File: config.mk
export PLATFORM = sky130hd
export DESIGN_NAME = lifo_test_seq
export DESIGN_NICKNAME = d
export VERILOG_FILES = /design/src/rtl/lifo_test_seq.sv
export SDC_FILE = /design/constraint.sdc
export NUM_CORES = 1
export LEC_CHECK = 0
export ABC_AREA = 1
export CAP_MARGIN = 10
export CELL_PAD_IN_SITES_DETAIL_PLACEMENT = 1
export CELL_PAD_IN_SITES_GLOBAL_PLACEMENT = 2
export CORE_MARGIN = 4
export CORE_UTILIZATION = 28
export DETAILED_ROUTE_END_ITERATION = 12
export GPL_TIMING_DRIVEN = 1
export MAX_ROUTING_LAYER = met4
export PLACE_DENSITY = 0.84
export SLEW_MARGIN = 15
export SYNTH_ARGS = -nofsm -noshare
export SYNTH_HDL_FRONTEND = slang
export SYNTH_SLANG_ARGS = --single-unit
export TNS_END_PERCENT = 1
File: constraint.sdc
create_clock -name i_clk -period 8.35 [get_ports i_clk]
set_input_delay 0.835 -clock i_clk [delete_from_list [all_inputs] [get_ports i_clk]]
set_output_delay 0.835 -clock i_clk [all_outputs]
set_load 0.05 [all_outputs]
File: src/rtl/lifo_test_seq.sv
// lifo_test_seq: self-checking push/replace/drain sequencer for a LIFO under test
module lifo_test_seq #(
  parameter int WIDTH = 8,
  parameter int DEPTH = 8,
  parameter int SEED = 'h0D
) (
  input  logic                           i_clk,
  input  logic                           i_rst,
  input  logic                           i_run,
  output logic                           o_running,
  output logic                           o_passed,
  output logic                           o_failed,
  output logic [2:0]                     o_fail_state,
  output logic [$clog2(DEPTH+1)-1:0]     o_fail_k,
  output logic [WIDTH-1:0]               o_data,
  output logic                           o_push,
  output logic                           o_pop,
  input  logic [WIDTH-1:0]               i_s0,
  input  logic [WIDTH-1:0]               i_s1,
  input  logic                           i_empty,
  input  logic                           i_full
);
  localparam int KW = $clog2(DEPTH + 1);
  localparam logic [2:0] S_IDLE = 3'd0, S_PUSH = 3'd1, S_PCHK = 3'd2, S_RPL = 3'd3,
                         S_RCHK = 3'd4, S_POP = 3'd5, S_QCHK = 3'd6, S_END = 3'd7;
  localparam logic [KW-1:0] ONE = KW'(1), DK = KW'(DEPTH);
  logic [2:0] state, nxt;
  logic [KW-1:0] k, k_nxt;
  logic bad;
  function automatic logic [WIDTH-1:0] v(input logic [KW-1:0] n);
    return WIDTH'(SEED + 3 * int'(n));
  endfunction
  assign o_running = i_run && state != S_IDLE && state != S_END;
  assign o_push = i_run && (state == S_PUSH || state == S_RPL);
  assign o_pop = i_run && (state == S_RPL || state == S_POP);
  assign o_data = state == S_PUSH ? v(k) : state == S_RPL ? ~v(DK) : '0;
  // flag a UUT mismatch in the current check state
  always_comb begin
    bad = 1'b0;
    case (state)
      S_PCHK: bad = i_s0 != v(k) || (k > ONE && i_s1 != v(k - ONE)) || i_empty || i_full != (k == DK);
      S_RCHK: bad = i_s0 != ~v(DK) || i_s1 != v(DK - ONE) || !i_full || i_empty;
      S_QCHK: bad = i_empty != (k == '0) || i_full || (k != '0 && i_s0 != v(k)) || (k > ONE && i_s1 != v(k - ONE));
      default: bad = 1'b0;
    endcase
  end
  // sequence order: fill to full, replace top, drain to empty
  always_comb begin
    nxt = state;
    k_nxt = k;
    case (state)
      S_IDLE: begin nxt = S_PUSH; k_nxt = ONE; end
      S_PUSH: nxt = S_PCHK;
      S_PCHK: begin nxt = k == DK ? S_RPL : S_PUSH; k_nxt = k == DK ? k : k + ONE; end
      S_RPL: nxt = S_RCHK;
      S_RCHK: nxt = S_POP;
      S_POP: begin nxt = S_QCHK; k_nxt = k - ONE; end
      S_QCHK: nxt = k == '0 ? S_END : S_POP;
      default: nxt = S_END;
    endcase
  end
  // advance only while running; a mismatch wins over the normal transition
  always_ff @(posedge i_clk) begin
    if (i_rst) begin
      state <= S_IDLE;
      k <= '0;
      o_passed <= 1'b0;
      o_failed <= 1'b0;
      o_fail_state <= '0;
      o_fail_k <= '0;
    end else if (i_run && state != S_END) begin
      if (bad) begin
        state <= S_END;
        o_failed <= 1'b1;
        o_fail_state <= state;
        o_fail_k <= k;
      end else begin
        state <= nxt;
        k <= k_nxt;
        if (state == S_QCHK && k == '0) o_passed <= 1'b1;
      end
    end
  end
endmodule

==> impl_metrics.py, run 1 <==
metrics = {
    "outcome": {
        "outcome": "finished clean",
    },
    "worst_setup_path": {
        "critical_path.max_fanout": 8,
        "worst-endpoint-required_ns": 7.52,
        "critical_path.endpoint_type": "primary output",
        "worst_r2r_startpoint": "k[0]",
        "reg2reg_slack_ns": 4.54,
        "critPathArrivalTime_ns": 3.17,
        "setup.worst_path.start_class": "flip-flop",
        "timing_worst_setup_path_type": "flip-flop to primary output",
        "crit_path_start": "k[2]",
    },
    "drt": {
        "detailroute.via_count": 1863,
        "detail_route.vias_per_cell": 4.611,
        "detailedRoute.firstIterationViolations": 80,
        "routed_wirelength_mm": 5.374,
        "antenna_left": 0,
        "avgRoutedWirePerCell_um": 13.30,
        "drcViolationCount": 0,
        "first_pass_iters": 4,
    },
    "placement": {
        "port_buffers": 40,
        "dp.cells": 400,
        "gp_congestion": 0.8701,
        "dp_hpwl_mm": 4.559,
    },
    "sta": {
        "period_needed_ns": 4.003,
        "worstMarginPinSlew_ns": 0.5951,
        "final_max_slew_viol_count": 0,
        "rsz_0062_raised_after_global_routing": "false",
        "hold_viol": 0,
        "fmax_ghz": 0.2498,
        "hold_ws_ns": 0.4533,
        "number_of_endpoints_failing_setup_at_the_final_stage": 0,
        "final.setup.tns_ns": 0,
        "slew_headroom_pct": 60.27,
        "period_share_pct": 47.94,
        "worst_clock_skew_ns": 0.001287,
    },
    "layout": {
        "instances_no_fill": 404,
        "antenna-diode-count": 0,
        "final_cell_utilization_of_the_core_pct": 38.21,
        "syn2layout_area_growth_pct": 29.67,
        "nets": 372,
        "drive_gt1_share_pct": 8.815,
    },
    "clocking": {
        "cts.sinks": 16,
        "clock_insertion_delay_worst_skew_ns": 0.25,
        "ctsRootBufferMaster": "clkbuf_8",
        "post_cts.repair.setup_buffers": 0,
        "clock_path_buffers": 2,
        "cts.clk_slew.worst_paths_ns": 0.06,
        "cts_made_buffers": 3,
        "postCtsResizedCells": 0,
        "holdBufCountCts": 0,
        "cts_htree_levels": 1,
        "cts_tree": "built",
    },
    "synth": {
        "synthCells": 288,
        "syn_area_um2": 1775,
        "edff_count_synth": 0,
        "synth_top_cells_by_area": "dfxtp_1 18%, nand2_1 16%, ha_1 14%",
        "share_of_synthesized_flip_flops_with_an_asynchronous_set_or_reset_pct": 0,
        "synth.top_cell.area_share_pct": 18.04,
        "post_synth_num_cell_types": 36,
        "synthesis.yosys.warnings": 0,
        "synthMostInstantiatedCell": "nand2_1",
        "synth_area_leader_cell": "dfxtp_1",
        "ys_seq_area_share_pct": 18.04,
        "synthFlopType": "dfxtp_1",
        "syn_nets": 330,
        "synth_common_cells": "77 x nand2_1, 47 x inv_1, 32 x nor2_1",
        "postSynthRegisterBits": 16,
        "syn_avg_cell_area_um2": 6.165,
    },
    "pwr": {
        "ir_worst_vdd_mv": 0.1094,
        "powerDensity_nw_per_um2": 194.6,
        "power.switching_fraction_pct": 48.93,
        "power.share.combinational_pct": 62.8,
        "sw_power_uw": 219.1,
        "power.clock.fraction_pct": 15.4,
        "leakagePower_uw": 0.001118,
        "internal-power_uw": 228.8,
        "p_seq_share_pct": 21.8,
    },
    "global_route": {
        "grt_usage_pct": 15.44,
        "grt_antenna_before_repair": 0,
        "grt_overflow_total": 0,
        "grt_first_pass_wirelength_mm": 9.225,
        "grt_max_degree": 15,
        "via_count_of_the_first_global_routing_pass": 1902,
    },
    "die": {
        "floorplan.io_pins": 41,
        "initial_utilization_pct": 29.46,
        "die_width_um": 87.63,
        "fp.coreArea_um2": 6026,
        "design.die.area_um2": 7679,
        "core.rowCount": 28,
        "die_ht_um": 87.63,
    },
    "min_path": {
        "hp-class": "flip-flop to flip-flop",
        "hp-start": "o_fail_state[0]",
    },
    "run": {
        "timing.max_cap.violations": 0,
    },
}
==> metal layers <==
metal	GRT usage (%)	share of wire [%]	wire length (um)	vias to the layer above
li1	-	-	-	985
met1	21.18	52	2791	858
met2	24.59	46	2455	18
met3	1.787	1.9	101	2
met4	2.789	0.47	25	0
met5	-	0	0	-
==> flip-flops by register name, indices dropped and copies added, names as in the netlist <==
name,flops
o_fail_k,4
o_fail_state,3
k,4
o_failed,1
o_passed,1
state,3
==> stage by stage <==
step	total power (uW)	cell area (um^2)	setup WS (ns)
detailed placement	383.5	2247	4.506
global placement	379.2	2247	4.639
finish	447.9	2302	4.347
CTS	455.6	2302	4.325
floorplan	305.4	1775	5.080
global route	497.4	2302	4.122
==> final timing paths <==
path                      to  cells past startpoint
min reg2reg  o_fail_state[0]                      2
min          o_fail_state[0]                      2
max                o_data[3]                      6
max reg2reg      o_fail_k[1]                     18
==> cells by family (layout without fill, tap and decap cells) <==
| group | after synthesis | count (layout) | synth area share, % |
|---|---|---|---|
| flops | 16 | 16 | 18.04 |
| compound gates | 30 | 30 | 10.15 |
| simple gates | 162 | 162 | 42.21 |
| xor+xnor | 4 | 4 | 1.974 |
| buf+inv | 55 | 96 | 12.40 |
| fa+ha+maj | 21 | 21 | 15.22 |
==> critical path: stages (launching register included) <==
cell and delay (ns):
dfxtp_1 0.58, inv_1 0.24, ha_1 0.37, fa_1 0.47
or2_1 0.28, a31oi_1 0.14, clkdlybuf4s50_1 0.83
==> power groups by stage <==
| stage | Combinational, uW | Clock (uW) | Sequential, uW |
|---|---|---|---|
| finish | 281 | 69.0 | 97.6 |
| global route | 321 | 76.7 | 99.3 |
| CTS | 285 | 72.3 | 97.9 |
| detailed placement | 284 | 0 | 99.6 |
| global placement | 280 | 0 | 99.2 |
| floorplan | 201 | 0 | 105 |
==> placed cells by master, fill, tap and decap left out, types with 2 or more instances in the layout <==
cell type,count
dfxtp_1,16
clkdlybuf4s50_1,40
nor3_1,3
a21oi_1,9
o21ai_1,8
ha_1,20
a31oi_1,2
inv_2,3
xnor2_1,2
o21ai_0,4
nor2_1,32
o22ai_1,2
clkbuf_8,4
nor2_2,9
nand3_1,27
nor4_1,4
inv_1,47
nand2_2,3
xor2_1,2
nand2_1,77
==> final cells by class <==
cell class / count / area (um^2)
fillers: 807 / 3724
multi-input cells: 217 / 1235
repair buffers: 40 / 400.4
flip-flops and latches: 16 / 320.3
inverters: 52 / 197.7
well taps: 75 / 93.84
clock buffers: 4 / 55.05
Note: power is estimated with default switching activity, not from simulation.
==> run 2: changes to the inputs <==
Settings changed: CORE_UTILIZATION 28 to 24, PLACE_DENSITY 0.84 to 0.77.
Clock period 8.35 ns to 3.5 ns, I/O delays scaled along.
==> impl_metrics.py, run 2 (synthesis gave the netlist of run 1 again) <==
metrics = {
    "outcome": {
        "outcome": "finished clean",
    },
    "worst_setup_path": {
        "timing_worst_setup_path_type": "flip-flop to primary output",
        "critPathArrivalTime_ns": 2.90,
        "setup.worst_path.start_class": "flip-flop",
        "critical_path.max_fanout": 7,
        "critical_path.endpoint_type": "primary output",
        "worst-endpoint-required_ns": 3.15,
    },
    "layout": {
        "nets": 376,
        "ff_latch_area_um2": 320.3,
        "reg_top3": "k x4, o_fail_k x4",
        "drive_gt1_share_pct": 10.51,
        "layout_common_cells": "77 x nand2_1, 46 x inv_1, 40 x clkdlybuf4s50_1, 32 x nor2_1, 27 x nand3_1",
        "multi_input_area_um2": 1242,
        "mostFrequentLayoutCell": "nand2_1",
        "antenna-diode-count": 0,
        "final_cell_utilization_of_the_core_pct": 32.85,
        "n_fill_cell": 957,
        "syn2layout_area_growth_pct": 33.47,
    },
    "sta": {
        "period_share_pct": 92.72,
        "hold_viol": 0,
        "final_max_slew_viol_count": 0,
        "hold_ws_ns": 0.4480,
        "final.setup.tns_ns": 0,
        "worst_clock_skew_ns": 0.001507,
        "period_needed_ns": 3.245,
        "fmax_ghz": 0.3081,
        "rsz_0062_raised_after_global_routing": "false",
        "worstMarginPinSlew_ns": 0.5124,
        "number_of_endpoints_failing_setup_at_the_final_stage": 0,
        "slew_headroom_pct": 65.73,
    },
    "placement": {
        "dp_hpwl_mm": 4.572,
        "gp_congestion": 0.7902,
        "port_buffers": 40,
    },
    "die": {
        "initial_utilization_pct": 24.61,
        "floorplan.io_pins": 41,
        "core.rowCount": 31,
        "die_width_um": 94.01,
        "fp.coreArea_um2": 7214,
        "die_ht_um": 94.01,
        "design.die.area_um2": 8838,
    },
    "clocking": {
        "cts_htree_levels": 1,
        "clock_insertion_delay_worst_skew_ns": 0.25,
        "ctsRootBufferMaster": "clkbuf_8",
        "holdBufCountCts": 0,
        "cts_made_buffers": 3,
        "cts_tree": "built",
        "cts.sinks": 16,
        "cts.clk_slew.worst_paths_ns": 0.07,
        "clock_path_buffers": 2,
    },
    "pwr": {
        "powerDensity_nw_per_um2": 457.0,
        "ir_worst_vdd_mv": 0.1159,
        "leakagePower_uw": 0.001145,
    },
    "global_route": {
        "grt_max_degree": 14,
        "via_count_of_the_first_global_routing_pass": 1892,
        "grt_antenna_before_repair": 0,
        "grt_usage_pct": 12.96,
        "grt_overflow_total": 0,
        "grt_first_pass_wirelength_mm": 9.211,
    },
    "run": {
        "timing.max_cap.violations": 0,
    },
    "drt": {
        "avgRoutedWirePerCell_um": 12.32,
        "detailroute.via_count": 1899,
        "drcViolationCount": 0,
        "detailedRoute.firstIterationViolations": 61,
        "detail_route.vias_per_cell": 4.396,
        "antenna_left": 0,
        "first_pass_iters": 4,
        "routed_wirelength_mm": 5.322,
    },
    "min_path": {
        "hp-class": "flip-flop to flip-flop",
    },
}
==> run 2: stage by stage <==
stage               instance area (um^2)  total power (uW)  instances  setup slack [ns]
finish                              2370              1083        432            0.2546
global route                        2370              1194        432           0.04574
detailed placement                  2307             922.5        428            0.1703
CTS                                 2362              1093        432            0.1591
floorplan                           1775             728.6        288            0.5142
global placement                    2307             916.4        428            0.3209
==> run 2: cell type report <==
class                      instances  area share, %
timing repair buffer              44          18.16
inverter                          52          8.342
clock buffer                       4          2.323
tap                               99          5.227
sequential                        16          13.52
multi-input combinational        217          52.43
==> run 2: worst max-delay path, cell delays in order (launching register included) <==
cell and delay [ns]:
dfxtp_1 0.42, inv_2 0.11, ha_1 0.36, fa_1 0.48
or2_1 0.30, a31oi_1 0.14, clkdlybuf4s50_1 0.83
==> run 2: worst paths after layout <==
path | startpoint | endpoint | slack [ns] | cells past startpoint
setup / recovery | k[1] | o_data[3] | 0.25 | 6
hold / removal | o_fail_state[0] | o_fail_state[0] | 0.45 | 2
setup reg to reg | k[1] | o_fail_k[1] | 0.34 | 18
hold reg to reg | o_fail_state[0] | o_fail_state[0] | 0.45 | 2
==> run 2: what timing repair did <==
action,CTS,global route
setup endpoints to repair,0,13
setup buffers,0,0
gates resized for setup,0,2
==> run 2: layer usage <==
metal  vias up  track usage (%)  wire, um
li1        999                -         -
met1       876            18.48      2757
met2        22            20.58      2438
met3         2            1.603       106
met4         0           0.7220        19
met5         -                -         0
==> run 2: power by group <==
part	internal, uW	switching, uW
logic	257	444
clock network	99.7	65.3
registers	200	16.9
==> run 3: changes to the inputs <==
Settings changed: SLEW_MARGIN 15 to unset.
==> results of run 3 <==
Final layout, timing and power as in run 2 (identical DEF).
